--- src/rtl/priority_bit_scanner.sv ---
// ---------------------------------------------------------------------------
// priority_bit_scanner
//
// Purpose:
//   Streams every set bit of an accepted WIDTH-bit word, one beat per cycle,
//   in priority order (lowest set bit first, or highest set bit first when
//   MSB_FIRST=1). Each beat carries the one-hot mask and the binary index of
//   the bit. An all-zero word produces exactly one beat flagged bit_zero_o.
//
// Handshakes (both sides):
//   A transfer happens on a rising clk edge where valid and ready are both 1.
//   valid never drops before its transfer, and the payload stays stable while
//   valid=1 and ready=0. ready may depend combinationally on the far side's
//   ready only for data_rdy_o, which follows bit_rdy_i on a last beat so that
//   consecutive words stream without a bubble.
//
// Ports:
//   clk_i         in   1      clock
//   rst_n_i       in   1      asynchronous active-low reset
//   data_i        in   WIDTH  input word (sampled only on accept)
//   data_val_i    in   1      input word valid
//   data_rdy_o    out  1      block can accept a word this cycle
//   bit_onehot_o  out  WIDTH  one-hot mask of the current bit ('0 on a zero-word beat)
//   bit_idx_o     out  IDX_W  index of the current bit (0 on a zero-word beat)
//   bit_last_o    out  1      current beat is the final beat of the word
//   bit_zero_o    out  1      current beat reports an all-zero input word
//   bit_val_o     out  1      beat valid
//   bit_rdy_i     in   1      consumer accepts the beat
//   dbg_state_o   out  1      FSM state for observation (0: IDLE, 1: EMIT)
// ---------------------------------------------------------------------------
module priority_bit_scanner #(
   parameter int WIDTH     = 16,
   parameter int IDX_W     = $clog2(WIDTH),
   parameter bit MSB_FIRST = 1'b0
) (
   input  logic             clk_i,
   input  logic             rst_n_i,
   input  logic [WIDTH-1:0] data_i,
   input  logic             data_val_i,
   output logic             data_rdy_o,
   output logic [WIDTH-1:0] bit_onehot_o,
   output logic [IDX_W-1:0] bit_idx_o,
   output logic             bit_last_o,
   output logic             bit_zero_o,
   output logic             bit_val_o,
   input  logic             bit_rdy_i,
   output logic             dbg_state_o
);

   typedef enum logic {
      IDLE = 1'b0,
      EMIT = 1'b1
   } state_e;

   state_e           state_q;
   state_e           state_n;
   logic [WIDTH-1:0] rem_q;
   logic [WIDTH-1:0] rem_n;

   logic             beat_hs;
   logic             accept;
   logic             load_beat;
   logic             end_word;

   logic [WIDTH-1:0] onehot_n;
   logic [IDX_W-1:0] idx_n;
   logic             last_n;
   logic             zero_n;

   // Isolate the bit that has priority in v. For LSB-first this is the
   // classic two's-complement trick, naturally truncated to WIDTH bits.
   // For MSB-first the ascending scan keeps overwriting, so the highest
   // set bit wins.
   function automatic logic [WIDTH-1:0] isolate(input logic [WIDTH-1:0] v);
      logic [WIDTH-1:0] r;
      r = '0;
      if (MSB_FIRST) begin
         for (int i = 0; i < WIDTH; i++) begin
            if (v[i]) begin
               r = WIDTH'(1) << i;
            end
         end
      end else begin
         r = v & (~v + WIDTH'(1));
      end
      return r;
   endfunction

   // Binary encoding of a one-hot (or all-zero) mask.
   function automatic logic [IDX_W-1:0] encode(input logic [WIDTH-1:0] oh);
      logic [IDX_W-1:0] r;
      r = '0;
      for (int i = 0; i < WIDTH; i++) begin
         if (oh[i]) begin
            r = r | IDX_W'(i);
         end
      end
      return r;
   endfunction

   always_comb begin
      beat_hs    = bit_val_o & bit_rdy_i;
      end_word   = beat_hs & bit_last_o;
      data_rdy_o = (state_q == IDLE) | end_word;
      accept     = data_val_i & data_rdy_o;
      load_beat  = accept | (beat_hs & ~bit_last_o);

      rem_n   = rem_q;
      state_n = state_q;
      if (accept) begin
         // A new word also wins over the final beat of the previous one,
         // keeping the FSM in EMIT with no bubble.
         rem_n   = data_i;
         state_n = EMIT;
      end else if (beat_hs) begin
         if (bit_last_o) begin
            state_n = IDLE;
         end else begin
            rem_n = rem_q & ~bit_onehot_o;
         end
      end

      // Beat fields are computed from the remaining-bits value that will be
      // current after this edge, then registered.
      onehot_n = isolate(rem_n);
      idx_n    = encode(onehot_n);
      last_n   = ((rem_n & (rem_n - WIDTH'(1))) == '0);
      zero_n   = (rem_n == '0);
   end

   always_ff @(posedge clk_i or negedge rst_n_i) begin
      if (!rst_n_i) begin
         state_q      <= IDLE;
         rem_q        <= '0;
         bit_val_o    <= 1'b0;
         bit_onehot_o <= '0;
         bit_idx_o    <= '0;
         bit_last_o   <= 1'b0;
         bit_zero_o   <= 1'b0;
      end else begin
         state_q <= state_n;
         rem_q   <= rem_n;
         if (load_beat) begin
            bit_val_o    <= 1'b1;
            bit_onehot_o <= onehot_n;
            bit_idx_o    <= idx_n;
            bit_last_o   <= last_n;
            bit_zero_o   <= zero_n;
         end else if (end_word) begin
            // Word finished with nothing queued behind it: go quiet.
            bit_val_o    <= 1'b0;
            bit_onehot_o <= '0;
            bit_idx_o    <= '0;
            bit_last_o   <= 1'b0;
            bit_zero_o   <= 1'b0;
         end
      end
   end

   assign dbg_state_o = (state_q == EMIT);

endmodule
--- config.mk ---
export PLATFORM = sky130hd
export DESIGN_NAME = priority_bit_scanner
export DESIGN_NICKNAME = d
export VERILOG_FILES = /design/src/rtl/priority_bit_scanner.sv
export SDC_FILE = /design/constraint.sdc
export NUM_CORES = 1
export LEC_CHECK = 0
export ABC_AREA = 0
export CORE_MARGIN = 3
export CORE_UTILIZATION = 40
export CTS_BUF_LIST = sky130_fd_sc_hd__clkbuf_4 sky130_fd_sc_hd__clkbuf_8
export CTS_CLUSTER_DIAMETER = 120
export CTS_CLUSTER_SIZE = 14
export DETAILED_ROUTE_END_ITERATION = 10
export PLACE_DENSITY = 0.7
export SETUP_SLACK_MARGIN = 0.15
export SLEW_MARGIN = 20
export SYNTH_ARGS = -nofsm -noshare
export SYNTH_HDL_FRONTEND = slang
export SYNTH_SLANG_ARGS = --single-unit
--- constraint.sdc ---
create_clock -name clk_i -period 3.8 [get_ports clk_i]
set_input_delay 0.76 -clock clk_i [delete_from_list [all_inputs] [get_ports clk_i]]
set_output_delay 0.76 -clock clk_i [all_outputs]
set_load 0.02 [all_outputs]
==> impl_metrics.toml, run 1 <==
[outcome]
status = "completed"

[clock_tree]
clk_latency_ps = 300
h-tree-depth = 2
cts_tree = "built"
cts_resized = 0
post_cts_buffers = 0
cts_buffers = 5
clkSlewWorstSetupHoldPaths_ps = 80
cts-hold-fix-buffers = 0
root_buffer = "clkbuf_8"
clockBufferDepth = 2
cts.sinks = 40

[timing]
slew_headroom = 0.3978
period_minus_slack_ps = 3256
layout_worst_path_cycle_share = 0.8569
rsz0062_at_grt = "false"
tightest_slew_ps = 903.3
finalSetupViolations = 0
worst_slack_ps = 543.8
finClkSkew_ps = 6.809
slew_viol_final = 0
fin_tns_setup_ps = 0
fmax_mhz = 307.1
hold_viol = 0

[synthesis]
synth_top_cell_by_area = "dfrtp_1"
yosysMostFrequentCell = "dfrtp_1"
syn_area_mm2 = 0.002415
synthAdderAreaFrac = 0
synth_top_family_by_area = "compound AO/OA/AOI/OAI gates"
yosys.area_share.simple = 0.1902
ys.flop_type = "dfrtp_1"
ys_seq_elements = 40
synth_edf_count = 0
ys_top_cells_by_count = "40 x dfrtp_1, 35 x nand2_1, 18 x inv_1, 18 x o21ai_0"
synth-compound-area-share = 0.2959
ys_types = 52
syn-num-nets = 279
synth.top_cell.area_share = 0.4145
synth_cells = 259
synth_xor_xnor_area_share = 0
async_flop_share = 1.000
synth_mux_area_frac = 0.03679
ys.warnings.count = 0
syn_avg_cell_area_um2 = 9.324
seq_area_frac_synth = 0.4145
synth_area_leaders = "dfrtp_1 41%, nand2_1 5.4%, o21ai_0 3.7%, a21oi_1 3.1%, a22o_1 2.9%"

[floorplan]
core_mm2 = 0.005675
dieArea_mm2 = 0.007006
die_width_um = 83.70
io_pins = 45
initial_core_util = 0.4255
rows = 27
die_h_um = 83.70

[route]
wirelength_um = 7629
ant_nets = 0
vias_per_cell = 6.031
remaining_drc_errors = 0
vias = 2298
first_pass_iters = 4
routedWlPerCell_um = 20.02
drt_iter0_drc = 180

[placed_design]
io_buffers = 44
hpwl_um = 5662
place_congestion = 0.8825
dp_slack_ps = 285.6

[finish]
diodes = 0
fin_nets = 328
drive_above_1_share = 0.1294
areaGrowthSynthToFinish_pct = 26.94

[pwr]
pwr-share-seq = 0.268
p_int_w = 0.001429
p_leak_nw = 1.282
swShare = 0.4643
pwr-share-comb = 0.587
p_per_area_mw_per_mm2 = 870.2
irDropWorstVdd_mv = 0.3542
p_switching_w = 0.001239
power_frac_clock = 0.146

[setup_path]
path_cells = "clkdlybuf4s50_1 > and3_4 > o21ai_4 > buf_4 > mux2i_1 > nor3_2 > nand3_1 > a41oi_1 > a221o_1"
crit_arrival_ps = 3440
cp_max_fo = 14
critPathMaxStageDelay_ps = 540
critPathCaptureType = "flip-flop"
slowest_stage = "mux2i_1"
critPathRequiredTime_ps = 3980
start_kind = "primary input"
crit_type = "in2reg"

[global_route]
grt_max_degree = 41
gr-usage-all-layers = 0.2250
overflow = 0
antenna_found_initial = 0
grt_pass1_wl_um = 12560
grt_pass1_vias = 2353

[job]
cap_violations = 0

[worst_hold_path]
hp-class = "reg2reg"
==> metrics by stage <==
| stage | instances | area, um^2 | util | hold WS (ps) | power [W] |
|---|---|---|---|---|---|
| floorplan | 259 | 2415 | - | 464.4 | 0.001698 |
| global placement | 373 | 2939 | 0.5179 | 485.9 | 0.002267 |
| detailed placement | 373 | 2939 | 0.5179 | 492.8 | 0.002256 |
| CTS | 381 | 3065 | 0.5401 | 510.5 | 0.002655 |
| global route | 381 | 3065 | 0.5401 | 533.2 | 0.002846 |
| finish | 381 | 3065 | 0.5401 | 507.5 | 0.002668 |
==> routing by layer <==
| metal | share of wire | wire, um | GRT usage |
|---|---|---|---|
| met3 | 0.061 | 462 | 0.03751 |
| met2 | 0.45 | 3406 | 0.3362 |
| met4 | 0.017 | 131 | 0.07602 |
| met5 | 0 | 0 | 0 |
| met1 | 0.48 | 3628 | 0.3284 |
==> cells by family after synthesis <==
logic type | count (synthesis)
compound gates | 94
buf+inv | 31
flops | 40
mux | 8
simple gates | 86
==> state kept, by name, indices dropped and copies added, names as in the netlist <==
register,cells
bit_onehot_o,16
dbg_state_o,1
bit_last_o,1
bit_zero_o,1
rem_q,16
bit_val_o,1
bit_idx_o,4
==> worst max-delay path, delay by kind of cell <==
family	cells	cell delay [ps]
AO/OA/AOI/OAI	3	840
buffers and inverters	2	700
multiplexers	1	540
AND/OR/NAND/NOR	3	600
==> area by class of cell <==
| type | count | area (um^2) |
|---|---|---|
| fillers | 520 | 2610 |
| well taps | 72 | 90.09 |
| clock inverters | 1 | 30.03 |
| repair buffers | 55 | 518.0 |
| inverters | 18 | 67.56 |
| multi-input cells | 188 | 1262 |
| clock buffers | 7 | 96.34 |
| flip-flops and latches | 40 | 1001 |
==> path summary, 6_finish.rpt <==
| kind | startpoint | to | slack (ps) | depth (start not counted) |
|---|---|---|---|---|
| max in group asynchronous | rst_n_i | rem_q[4] | 2650 | 1 |
| min reg2reg | bit_onehot_o[6] | bit_onehot_o[6] | 510 | 2 |
| max reg2reg | bit_val_o | bit_idx_o[1] | 780 | 8 |
| min | bit_onehot_o[6] | bit_onehot_o[6] | 510 | 2 |
| max | bit_rdy_i | bit_idx_o[1] | 540 | 9 |
| min in group asynchronous | rst_n_i | dbg_state_o | 590 | 1 |
==> power by group through the flow <==
stage / combinational [W] / clock [W] / sequential (W)
6_report: 0.00157 / 0.000388 / 0.000714
5_1_grt: 0.00170 / 0.000411 / 0.000739
4_1_cts: 0.00154 / 0.000398 / 0.000712
3_5_place_dp: 0.00154 / 0 / 0.000719
3_3_place_gp: 0.00155 / 0 / 0.000715
2_1_floorplan: 0.000923 / 0 / 0.000775
==> cell usage in the layout (no fill, tap or decap), types with 4 or more instances in the layout <==
cell and instances:
clkbuf_8 7, buf_4 11, nand2_1 35, nand4b_1 6, nor2_1 15, a2111oi_0 4, a32o_1 5, mux2_2 4
a21oi_1 15, nand3_1 10, inv_1 18, a22o_1 8, dfrtp_1 40, o211ai_1 8, o21ai_0 18, a31oi_1 8
or3_1 4, clkdlybuf4s50_1 43
(Power assumes the default switching activity.)
==> run 2, diff against run 1 <==
- CAP_MARGIN: unset -> 20
==> results of run 2 <==
Same layout as run 1: the final DEF is identical, and so are final timing and power.
